[src/rtl/audio_rom_arbiter.sv]
// Purpose : round-robin share of the single SDRAM ROM read port between the
//           sound-side fetch requesters, with a one-word hit register per port.
// Latency : hit acks one edge after the request is seen in IDLE; a miss issues
//           sdr_req one edge after the request and acks on the edge the SDRAM
//           ack matches. Backpressure: toggle req/ack handshakes; a port stays
//           pending (and simply waits) while another port's fetch is in flight.
//
// Ports:
//   clk, reset        system clock, synchronous active-high reset
//   flush             clears every hit register while high (ROM download)
//   port_req/ack      per-port request/ack toggles; pending while they differ
//   port_addr         flattened per-port byte addresses, ADDR_W bits each
//   port_data         flattened per-port returned words, 16 bits each
//   sdr_address       word-aligned byte address to SDRAM (bit 0 always 0)
//   sdr_req/ack       SDRAM toggle handshake; done when sdr_ack == sdr_req
//   sdr_data          SDRAM read word, valid when the handshake completes
module audio_rom_arbiter #(
  parameter int NUM_PORTS = 4,
  parameter int ADDR_W    = 27
) (
  input  logic                      clk,
  input  logic                      reset,
  input  logic                      flush,
  input  logic [NUM_PORTS-1:0]      port_req,
  input  logic [NUM_PORTS*ADDR_W-1:0] port_addr,
  output logic [NUM_PORTS-1:0]      port_ack,
  output logic [NUM_PORTS*16-1:0]   port_data,
  output logic [ADDR_W-1:0]         sdr_address,
  output logic                      sdr_req,
  input  logic                      sdr_ack,
  input  logic [15:0]               sdr_data
);

  localparam int PW = $clog2(NUM_PORTS);
  localparam int WA = ADDR_W - 1;

  typedef logic [PW-1:0] port_idx_t;
  typedef logic [WA-1:0] word_addr_t;
  typedef enum logic {S_IDLE, S_WAIT} state_t;

  state_t                  state_q, state_d;
  port_idx_t               rr_q, rr_d;
  port_idx_t               grant_q, grant_d;
  logic [NUM_PORTS-1:0]    ack_q, ack_d;
  logic [NUM_PORTS*16-1:0] data_q, data_d;
  logic [NUM_PORTS-1:0]    hit_valid_q, hit_valid_d;
  word_addr_t              hit_addr_q [NUM_PORTS];
  word_addr_t              hit_addr_d [NUM_PORTS];
  word_addr_t              sdr_waddr_q, sdr_waddr_d;
  logic                    sdr_req_q, sdr_req_d;

  // Per-port word address; byte lane selection is left to the requester.
  word_addr_t              req_waddr [NUM_PORTS];
  logic [NUM_PORTS-1:0]    req_lsb;
  logic [NUM_PORTS-1:0]    pending;

  for (genvar gi = 0; gi < NUM_PORTS; gi++) begin : g_unpack
    assign req_waddr[gi] = port_addr[gi*ADDR_W+1 +: WA];
    assign req_lsb[gi]   = port_addr[gi*ADDR_W];
  end

  logic unused_addr_lsb;
  assign unused_addr_lsb = ^req_lsb;

  assign pending = port_req ^ ack_q;

  function automatic port_idx_t rr_next(input port_idx_t g);
    if (g == port_idx_t'(NUM_PORTS - 1)) begin
      return '0;
    end
    return g + port_idx_t'(1);
  endfunction

  // First pending port at or after rr_q, wrapping modulo NUM_PORTS
  // (index arithmetic done in int so non-power-of-2 counts wrap correctly).
  logic      pick_vld;
  port_idx_t pick;
  int        idx;

  always_comb begin
    pick_vld = 1'b0;
    pick     = '0;
    idx      = 0;
    for (int k = 0; k < NUM_PORTS; k++) begin
      idx = int'(rr_q) + k;
      if (idx >= NUM_PORTS) begin
        idx = idx - NUM_PORTS;
      end
      if (!pick_vld && pending[port_idx_t'(idx)]) begin
        pick_vld = 1'b1;
        pick     = port_idx_t'(idx);
      end
    end
  end

  // flush overrides a hit so nothing stale is returned during ROM download.
  logic pick_hit;
  assign pick_hit = hit_valid_q[pick] && (hit_addr_q[pick] == req_waddr[pick]) && !flush;

  always_comb begin
    state_d     = state_q;
    rr_d        = rr_q;
    grant_d     = grant_q;
    ack_d       = ack_q;
    data_d      = data_q;
    hit_valid_d = flush ? '0 : hit_valid_q;
    hit_addr_d  = hit_addr_q;
    sdr_waddr_d = sdr_waddr_q;
    sdr_req_d   = sdr_req_q;

    case (state_q)
      S_IDLE: begin
        if (pick_vld) begin
          if (pick_hit) begin
            ack_d[pick] = ~ack_q[pick];
            rr_d        = rr_next(pick);
          end else begin
            sdr_waddr_d = req_waddr[pick];
            sdr_req_d   = ~sdr_req_q;
            grant_d     = pick;
            state_d     = S_WAIT;
          end
        end
      end

      S_WAIT: begin
        // New requests are ignored here; they stay pending for the next IDLE.
        // A flush during the fetch still delivers the data but leaves the
        // hit register invalid.
        if (sdr_ack == sdr_req_q) begin
          data_d[grant_q*16 +: 16] = sdr_data;
          ack_d[grant_q]           = ~ack_q[grant_q];
          hit_addr_d[grant_q]      = sdr_waddr_q;
          hit_valid_d[grant_q]     = ~flush;
          rr_d                     = rr_next(grant_q);
          state_d                  = S_IDLE;
        end
      end

      default: begin
        state_d = S_IDLE;
      end
    endcase
  end

  // Reset abandons any fetch in flight; the SDRAM controller shares this
  // reset so sdr_req = 0 stays consistent with its ack.
  always_ff @(posedge clk) begin
    if (reset) begin
      state_q     <= S_IDLE;
      rr_q        <= '0;
      grant_q     <= '0;
      ack_q       <= '0;
      data_q      <= '0;
      hit_valid_q <= '0;
      sdr_waddr_q <= '0;
      sdr_req_q   <= 1'b0;
    end else begin
      state_q     <= state_d;
      rr_q        <= rr_d;
      grant_q     <= grant_d;
      ack_q       <= ack_d;
      data_q      <= data_d;
      hit_valid_q <= hit_valid_d;
      sdr_waddr_q <= sdr_waddr_d;
      sdr_req_q   <= sdr_req_d;
    end
  end

  // Hit addresses are qualified by hit_valid, so they need no reset.
  always_ff @(posedge clk) begin
    hit_addr_q <= hit_addr_d;
  end

  assign port_ack    = ack_q;
  assign port_data   = data_q;
  assign sdr_address = {sdr_waddr_q, 1'b0};
  assign sdr_req     = sdr_req_q;

endmodule

[config.mk]
export PLATFORM = sky130hd
export DESIGN_NAME = audio_rom_arbiter
export DESIGN_NICKNAME = d
export VERILOG_FILES = /design/src/rtl/audio_rom_arbiter.sv
export SDC_FILE = /design/constraint.sdc
export NUM_CORES = 1
export LEC_CHECK = 0
export CAP_MARGIN = 5
export CORE_ASPECT_RATIO = 0.6
export CORE_MARGIN = 10
export CORE_UTILIZATION = 46
export DETAILED_ROUTE_END_ITERATION = 10
export GPL_TIMING_DRIVEN = 0
export PLACE_DENSITY = 0.74
export SYNTH_ARGS = -nofsm -noshare
export SYNTH_HDL_FRONTEND = slang
export SYNTH_SLANG_ARGS = --single-unit
export TNS_END_PERCENT = 30
[constraint.sdc]
create_clock -name clk -period 10.7 [get_ports clk]
set_input_delay 2.14 -clock clk [delete_from_list [all_inputs] [get_ports clk]]
set_output_delay 2.14 -clock clk [all_outputs]
set_load 0.005 [all_outputs]
== Yosys cells after proc, flatten, opt, wreduce, memory -nomap -nowiden ==
Cells that the tools add are included.
W data, S select, Z words.

* Bits in registers: 208
* Input port bits: 132
* Output and inout bits: 96
* Logic and storage cells: 139

* Equal/unequal tests: 7
* Reductions and logical operators: 15
* Shifts and indexed selects: 2
* Magnitude comparators: 15
* Bitwise logic cells: 9
* Add/subtract/negate cells: 10
* Muxes and demuxes: 69

{| class="wikitable"
|+ Operators by type and width
! operator !! count
|-
| $mux W26 || 5
|-
| $bmux W26 S2 || 2
|-
| $bwmux W104 || 1
|-
| $bwmux W64 || 1
|-
| $shift A16 B34 Y64 const A || 1
|-
| $shiftx A16 B34 Y64 || 1
|-
| $demux W26 S2 || 1
|-
| $neg A6 Y34 || 1
|-
| $mux W2 || 15
|-
| $eq A26 B26 Y1 || 1
|-
| $mux W4 || 6
|-
| $mux W1 || 23
|-
| $lt A2 B3 Y1 const B || 6
|-
| $ge A3 B3 Y1 const B || 5
|-
| $bmux W1 S2 || 7
|-
| $bwmux W4 || 3
|-
| $logic_and A1 B1 Y1 || 8
|-
| $pmux W4 S2 || 1
|-
| $sub A2 B1 Y2 const B || 4
|-
| $add A2 B2 Y3 const B || 2
|-
| $not A1 Y1 || 6
|-
| $not A2 Y3 || 2
|-
| $reduce_and A3 Y1 || 2
|-
| $add A2 B1 Y2 const B || 2
|-
| 14 further kinds || 21
|}

== Logic depth before layout (Yosys ltp) ==
Gate-level depths: netlist of the first run.

* Word-level depth: 28
* Depth in mapped cells: 18
* Gate-level depth less buffers: 11

== Worst setup path before layout of the first run ==
Ideal clock, no wire load.

* Path kind: input -> register
* Start: in port_req[2]
* End: reg grant_q[1]
* Buffers on the path: 5
* Path slack: 4.968 ns
* Arrival: 5.661 ns
* Required time: 10.630 ns
* Stages: 14
* Setup time: 0.070 ns
* Cells stage by stage: xnor2_1 o22ai_1 o22a_1 buf_4 buf_2 buf_2 mux4_2 a221o_1 or4_1 nor4_4 buf_4 buf_4 o21ai_1 a21oi_1

* Word-level cells in the longest chain between the ends: 22
* Elaborated cells on any way between the ends: 37
* Classes of those cells: eq/ne (1); mux (24); bitwise (3); reduce/logical (9)

{| class="wikitable"
|+ RTL lines
! item !! line !! text
|-
| start: declaration || 24 || <nowiki>input logic [NUM_PORTS-1:0] port_req,</nowiki>
|-
| $xor A4 B4 Y4 (*) || 65 || <nowiki>assign pending = port_req ^ ack_q;</nowiki>
|-
| $bmux W1 S2 || 89 || <nowiki>if (!pick_vld && pending[port_idx_t'(idx)]) begin</nowiki>
|-
| $mux W1 (not written as such) || 89 ||
|-
| $mux W1 || 89 ||
|-
| $logic_not A1 Y1 || 89 ||
|-
| $logic_and A1 B1 Y1 || 89 ||
|-
| $mux W1 || 89 ||
|-
| $logic_not A1 Y1 || 89 ||
|-
| [4 not listed] || - ||
|-
| $mux W2 || 89 ||
|-
| $not A2 Y3 (not written as such) || 98 || <nowiki>assign pick_hit = hit_valid_q[pick] && (hit_addr_q[pick] == req_waddr[pick]) && !flush;</nowiki>
|-
| $bmux W26 S2 || 98 ||
|-
| $mux W26 (not written as such) (2 in series) || 98 ||
|-
| $eq A26 B26 Y1 || 98 ||
|-
| $logic_and A1 B1 Y1 (2 in series) || 98 ||
|-
| $not A1 Y1 (no line) || - ||
|-
| $reduce_and A3 Y1 (no line) || - ||
|-
| end signal: assignment || 161 || <nowiki>grant_q <= grant_d;</nowiki>
|-
| end: declaration || 43 || <nowiki>port_idx_t grant_q, grant_d;</nowiki>
|}

Every way passes the cells marked *; elsewhere a longest branch is shown, timed or not. The select of a mux whose other input is x is not followed.
A chain may end at the register's enable or synchronous reset.

== Final worst setup path of the first run ==
* Start: in port_req[0]
* End: reg sdr_waddr_q[11]

* Word-level cells in the longest chain between the ends: 22
* Elaborated cells on any way between the ends: 37
* Classes of those cells: eq/ne (1); mux (24); bitwise (3); reduce/logical (9)

{| class="wikitable"
|+ RTL lines
! item !! line !! text
|-
| $xor A4 B4 Y4 (*) || 65 ||
|-
| $bmux W1 S2 || 89 ||
|-
| $mux W1 (not written as such) || 89 ||
|-
| $mux W1 || 89 ||
|-
| $logic_not A1 Y1 || 89 ||
|-
| $logic_and A1 B1 Y1 || 89 ||
|-
| $mux W1 || 89 ||
|-
| $logic_not A1 Y1 || 89 ||
|-
| [4 not listed] || - ||
|-
| $mux W2 || 89 ||
|-
| $not A2 Y3 (not written as such) || 98, 118 ||
|-
| $bmux W26 S2, on equally long branches || 98, 118 ||
|-
| $mux W26, on equally long branches (2 in series) || 98, 118 ||
|-
| $eq A26 B26 Y1 || 98 ||
|-
| $logic_and A1 B1 Y1 (2 in series) || 98 ||
|-
| $not A1 Y1 (no line) || - ||
|-
| $reduce_and A3 Y1 (no line) || - ||
|-
| end signal: assignment || 165 || <nowiki>sdr_waddr_q <= sdr_waddr_d;</nowiki>
|-
| end: declaration || 49 || <nowiki>word_addr_t sdr_waddr_q, sdr_waddr_d;</nowiki>
|}

Marks and branches as above.

==> impl_metrics.json, run 1 <==
{
  "cts_setup_buffers": 0,
  "setup_violations": 0,
  "critPathTopFamily": "buffers and inverters",
  "synth_top_area_share": 0.3150,
  "hold_depth": 2,
  "cts_tree": "yes",
  "synth_cell_types": 52,
  "antenna_cells": 0,
  "period_share": 0.6681,
  "p_leak_nw": 4.745,
  "synthCells": 924,
  "cp-start-kind": "primary input",
  "vias_per_cell": 6.097,
  "wl_um": 35500,
  "hold_path_class": "flop to flop",
  "via_count": 8908,
  "clkLatencyLatePin_ns": 0.51,
  "synthFlopType": "edfxtp_1",
  "power_density_nw_per_um2": 174.3,
  "core_area_um2": 21080,
  "end_kind": "flop",
  "dr.pass1.iters": 5,
  "grt_max_degree": 29,
  "drv_slew": 0,
  "synthTopCellsByArea": "edfxtp_1, dfxtp_1, mux4_2",
  "hold_ws_ns": 0.4499,
  "yosysSeqAreaShare": 0.5250,
  "power_mw": 2.285,
  "multi_input_area_um2": 4180,
  "cts_buffers": 20,
  "clockBufferDepth": 3,
  "rsz0062_at_grt": "false",
  "yosys.area.top_type": "edfxtp_1",
  "crit_type": "primary input to flop",
  "area_delta_synth_final_pct": 32.28,
  "reg2regPathDepth": 17,
  "globalRouteTotalUtil": 0.2435,
  "initial_core_util": 0.4702,
  "cts_sinks": 208,
  "fillers": 1712,
  "die_h_um": 133.7,
  "htreeDepth": 1,
  "dieWidth_um": 209.5,
  "worstHoldStart": "port_data[15]",
  "status": "complete, no violations",
  "max-slew-margin-rel": 0.3898,
  "dr.first_iter.drc_count": 1062,
  "async_reset_ff_frac": 0,
  "r2r_end": "sdr_waddr_q[11]",
  "cap_violations": 0,
  "path_clk_slew_ns": 0.06,
  "reg2reg_from": "port_ack[0]",
  "cp_max_fo": 11,
  "port-buffer-count": 222,
  "ctsResizeCount": 0,
  "crit_slowest_cell": "buf_1",
  "ant_nets": 0,
  "ios": 228,
  "antenna_found_initial": 0,
  "syn-num-nets": 1068,
  "std_cell_rows": 41,
  "hold_viol": 0,
  "critPathMaxStageDelay_ns": 0.60,
  "arrival_ns": 7.50,
  "regArea_um2": 5205,
  "drive_above_1_share": 0.07191,
  "tightest_slew_ns": 0.9153,
  "reg2reg_slack_ns": 5.20,
  "instances_no_fill": 1461,
  "cp_cell_sequence": "clkdlybuf4s50_1, xnor2_1, a21oi_1, o22a_1, buf_4, buf_6, buf_4, buf_6, clkbuf_1, buf_1, o211a_1, or3_1, nand4_1, nand3b_1, nor4_4, clkbuf_1, or4_1, a21oi_1",
  "skew_ns": 0.02163,
  "synth-edff-count": 104,
  "grt_pass1_wl_um": 53850,
  "ir_drop_v": 0.0001445,
  "dpl.hpwl_um": 26550,
  "fin_nets": 1312,
  "grt_pass1_vias": 8740,
  "yosys_warnings": 0,
  "cts-root-buf": "clkbuf_16",
  "path_buf_inv": 8,
  "wire_per_inst_um": 24.30,
  "fmax_mhz": 139.9,
  "cts_hold_buf": 0,
  "ys_ff_latch": 208,
  "fin_crit_ns": 7.149,
  "ys_top_cells_by_count": "dfxtp_1, edfxtp_1, a21oi_1",
  "syn_area_per_cell_um2": 10.73,
  "die-area_um2": 28020,
  "hold_path_end": "port_data[15]",
  "overflow": 0,
  "gp_congestion": 0.8892,
  "required_ns": 11.06,
  "synth_area_um2": 9915,
  "placedCellCount": 1425,
  "drc": 0,
  "setup_tns_ns": 0
}
-- layer usage --
| metal | up-vias | GRT usage | wire length, µm |
|---|---|---|---|
| met4 | 0 | 0.04536 | 525 |
| met5 | - | 0 | 0 |
| li1 | 3982 | - | - |
| met1 | 4425 | 0.3553 | 15410 |
| met2 | 459 | 0.3580 | 15580 |
| met3 | 42 | 0.05976 | 3987 |
-- sequential cells by signal, summed over array words and instances, names as in the netlist --
register	flops
grant_q	2
hit_addr_q	104
hit_valid_q	4
port_ack	4
port_data	64
rr_q	2
sdr_req	1
sdr_waddr_q	26
state_q	1
-- where the power goes --
| part | internal, mW | switching (mW) | total, mW |
|---|---|---|---|
| combinational | 0.282 | 0.366 | 0.648 |
| sequential | 0.901 | 0.0474 | 0.948 |
| clock | 0.385 | 0.303 | 0.689 |
| total | 1.57 | 0.717 | 2.29 |
-- worst max-delay path by stage --
stage                      startpoint         endpoint  slack (ns)  cells past startpoint
after floorplan           port_req[2]       grant_q[1]        4.97                     14
after detailed placement  port_req[0]  sdr_waddr_q[11]        3.23                     18
after global routing      port_req[0]  sdr_waddr_q[11]        3.31                     18
after CTS                 port_req[0]  sdr_waddr_q[11]        3.69                     18
after global placement    port_req[1]   sdr_waddr_q[4]        3.32                     14
final                     port_req[0]  sdr_waddr_q[11]        3.55                     18
-- kinds of logic after synthesis --
family / count (synthesis) / share of synthesized area
buffers and inverters: 129 / 0.05389
adder cells (fa/ha/maj): 12 / 0.01514
AO/OA/AOI/OAI: 260 / 0.1801
flip-flops: 208 / 0.5250
XOR/XNOR: 10 / 0.009591
AND/OR/NAND/NOR: 266 / 0.1431
multiplexers: 38 / 0.07282
other: 1 / 0.0003782
-- tightest hold or removal path: cells and delay by family, from the launching register on --
family,cells,cell delay [ns]
AO/OA/AOI/OAI,1,0.05
flip-flops,1,0.31
AND/OR/NAND/NOR,1,0.05
-- cell type report --
cell class	instances	area share
multi-input combinational	587	0.3187
timing repair buffer	222	0.1694
sequential	208	0.3969
buffer	76	0.02557
clock inverter	6	0.002290
inverter	53	0.01517
clock buffer	30	0.04532
tap	279	0.02662
-- stage by stage --
stage	area (µm²)	setup slack, ns	utilization
global placement	12490	3.315	0.5922
detailed placement	12490	3.226	0.5924
global route	13120	3.309	0.6220
floorplan	9915	4.968	-
CTS	13120	3.693	0.6220
finish	13120	3.551	0.6220
-- cells in the final DEF (no fill, tap or decap), drive strengths merged, types with 27 or more instances in the layout --
| master | count |
|---|---|
| o221ai | 44 |
| or4 | 30 |
| clkbuf | 87 |
| dfxtp | 104 |
| mux4 | 27 |
| o211a | 40 |
| inv | 54 |
| nand2 | 84 |
| edfxtp | 104 |
| nand3 | 66 |
| o21ai | 39 |
| clkdlybuf4s50 | 222 |
| a21oi | 100 |
Note: power is estimated with default switching activity, not from simulation.
==> inputs of run 2 (changes only) <==
Clock period 10.7 ns to 7.1 ns, I/O delays scaled along.
==> results of run 2 <==
The final DEF is identical to that of run 1. Status: complete, no violations.
Among the figures that moved: setup slack after placement 3.226 ns -> 0.3460 ns; setup slack after layout 3.551 ns -> 0.6710 ns; register-to-register setup slack 5.20 ns -> 1.60 ns; total power 2.285 mW -> 3.444 mW; worst IR drop on VDD 0.0001445 V -> 0.0002178 V
==> inputs of run 3 (changes only) <==
Settings changed: PLACE_DENSITY 0.74 to 0.72, SETUP_SLACK_MARGIN set to 0.2, TNS_END_PERCENT 30 to unset.
==> run 3 against run 2 <==
  * Sequential power is essentially flat
  * Register-to-register slack improved by 0.06 ns
  * Sequential cell count unchanged
  * Die area unchanged
  * First-iteration DRC count up 0.85%
==> impl_metrics.json, run 3 (synthesis gave the netlist of run 1 again) <==
{
  "max-slew-margin-rel": 0.4108,
  "end_kind": "flop",
  "mostFrequentLayoutCells": "clkdlybuf4s50_1, dfxtp_1, edfxtp_1, a21oi_1, nand2_1",
  "ant_nets": 0,
  "hold_path_class": "flop to flop",
  "cts_tree": "yes",
  "rsz0062_at_grt": "false",
  "antenna_found_initial": 0,
  "vias_per_cell": 6.068,
  "cp-start-kind": "primary input",
  "setup_violations": 0,
  "arrival_ns": 6.77,
  "cts-root-buf": "clkbuf_16",
  "power_mw": 3.441,
  "grt_max_degree": 29,
  "power_density_nw_per_um2": 262.3,
  "fin_crit_ns": 6.422,
  "final_common_cell": "clkdlybuf4s50_1",
  "overflow": 0,
  "antenna_cells": 0,
  "cts_setup_buffers": 0,
  "drc": 0,
  "largest_reg_flops": 104,
  "clkLatencyLatePin_ns": 0.50,
  "htreeDepth": 1,
  "grt_pass1_wl_um": 51910,
  "gp_congestion": 0.9407,
  "ir_drop_v": 0.0001870,
  "port-buffer-count": 222,
  "use_met2": 0.3355,
  "drive_above_1_share": 0.07360,
  "grt_most_used_layer": "met1",
  "initial_core_util": 0.4702,
  "dieWidth_um": 209.5,
  "setup_tns_ns": 0,
  "dr.pass1.iters": 5,
  "std_cell_rows": 41,
  "ctsResizeCount": 0,
  "tightest_slew_ns": 0.8838,
  "required_ns": 7.45,
  "dr.first_iter.drc_count": 1071,
  "hold_viol": 0,
  "grtUsageMet1": 0.3578,
  "skew_ns": 0.009147,
  "cts_buffers": 20,
  "globalRouteTotalUtil": 0.2363,
  "dpl.hpwl_um": 26390,
  "core_area_um2": 21080,
  "fmax_mhz": 155.7,
  "drv_slew": 0,
  "p_leak_nw": 4.746,
  "fin_nets": 1312,
  "ios": 228,
  "via_count": 8866,
  "cp_max_fo": 11,
  "gr-usage-met3": 0.05299,
  "grt_pass1_vias": 8278,
  "wl_um": 34830,
  "cts_sinks": 208,
  "cap_violations": 0,
  "wire_per_inst_um": 23.84,
  "clockBufferDepth": 3,
  "largest-register": "hit_addr_q",
  "crit_type": "primary input to flop",
  "die-area_um2": 28020,
  "status": "complete, no violations",
  "path_clk_slew_ns": 0.07,
  "period_share": 0.9045,
  "cts_hold_buf": 0,
  "die_h_um": 133.7,
  "area_delta_synth_final_pct": 32.32
}
-- run 3: cell types whose count changed in the layout (fill, tap and decap cells not counted), sizes merged --
cell / change
inv: +1
clkbuf: -1
clkinv: -1
clkinvlp: +1
-- run 3: cell type report --
| cell class | instances | area, µm² |
|---|---|---|
| clock buffers | 29 | 588.1 |
| repair buffers | 222 | 2222 |
| clock inverters | 7 | 40.04 |
| flip-flops and latches | 208 | 5205 |
| well taps | 279 | 349.1 |
| plain buffers | 76 | 335.3 |
| multi-input cells | 587 | 4180 |
| inverters | 53 | 198.9 |
| fillers | 1714 | 7965 |
-- run 3: per-layer routing --
layer | vias up | part of all wire
met5 | - | 0
met4 | 0 | 0.017
met3 | 39 | 0.10
met2 | 460 | 0.43
met1 | 4386 | 0.46
li1 | 3981 | -
-- run 3: critical path: stages --
cell and delay [ns]:
clkdlybuf4s50_1 0.46, xnor2_1 0.49, a211oi_1 0.16, o32ai_4 0.59, clkbuf_1 0.54, buf_1 0.73
a21oi_1 0.10, a22o_1 0.28, xnor2_1 0.13, or4_1 0.68, nor4_4 0.47, clkbuf_1 0.44
or4_1 0.20, a21oi_1 0.07
-- run 3: path summary, 6_finish.rpt --
path | cells after the start | startpoint | slack [ns] | end
min | 2 | port_data[46] | 0.45 | port_data[46]
max reg2reg | 17 | port_ack[3] | 1.66 | sdr_waddr_q[11]
max | 14 | port_req[2] | 0.68 | sdr_waddr_q[11]
min reg2reg | 2 | port_data[46] | 0.45 | port_data[46]
-- run 3: report_power, final --
part | switching, mW | leakage [nW] | internal [mW]
clock | 0.463 | 0.305 | 0.580
sequential | 0.0692 | 1.80 | 1.36
combinational | 0.546 | 2.64 | 0.425
-- run 3: stage by stage --
| step | hold WS [ns] | cells | instance area [µm²] | util | worst slack [ns] |
|---|---|---|---|---|---|
| after floorplan | 0.4483 | 924 | 9915 | - | 2.088 |
| after global placement | 0.4381 | 1425 | 12490 | 0.5922 | 0.3193 |
| after detailed placement | 0.4430 | 1425 | 12490 | 0.5924 | 0.3179 |
| after CTS | 0.4511 | 1461 | 13120 | 0.6222 | 0.8086 |
| after global routing | 0.4677 | 1461 | 13120 | 0.6222 | 0.5262 |
| final | 0.4514 | 1461 | 13120 | 0.6222 | 0.6783 |
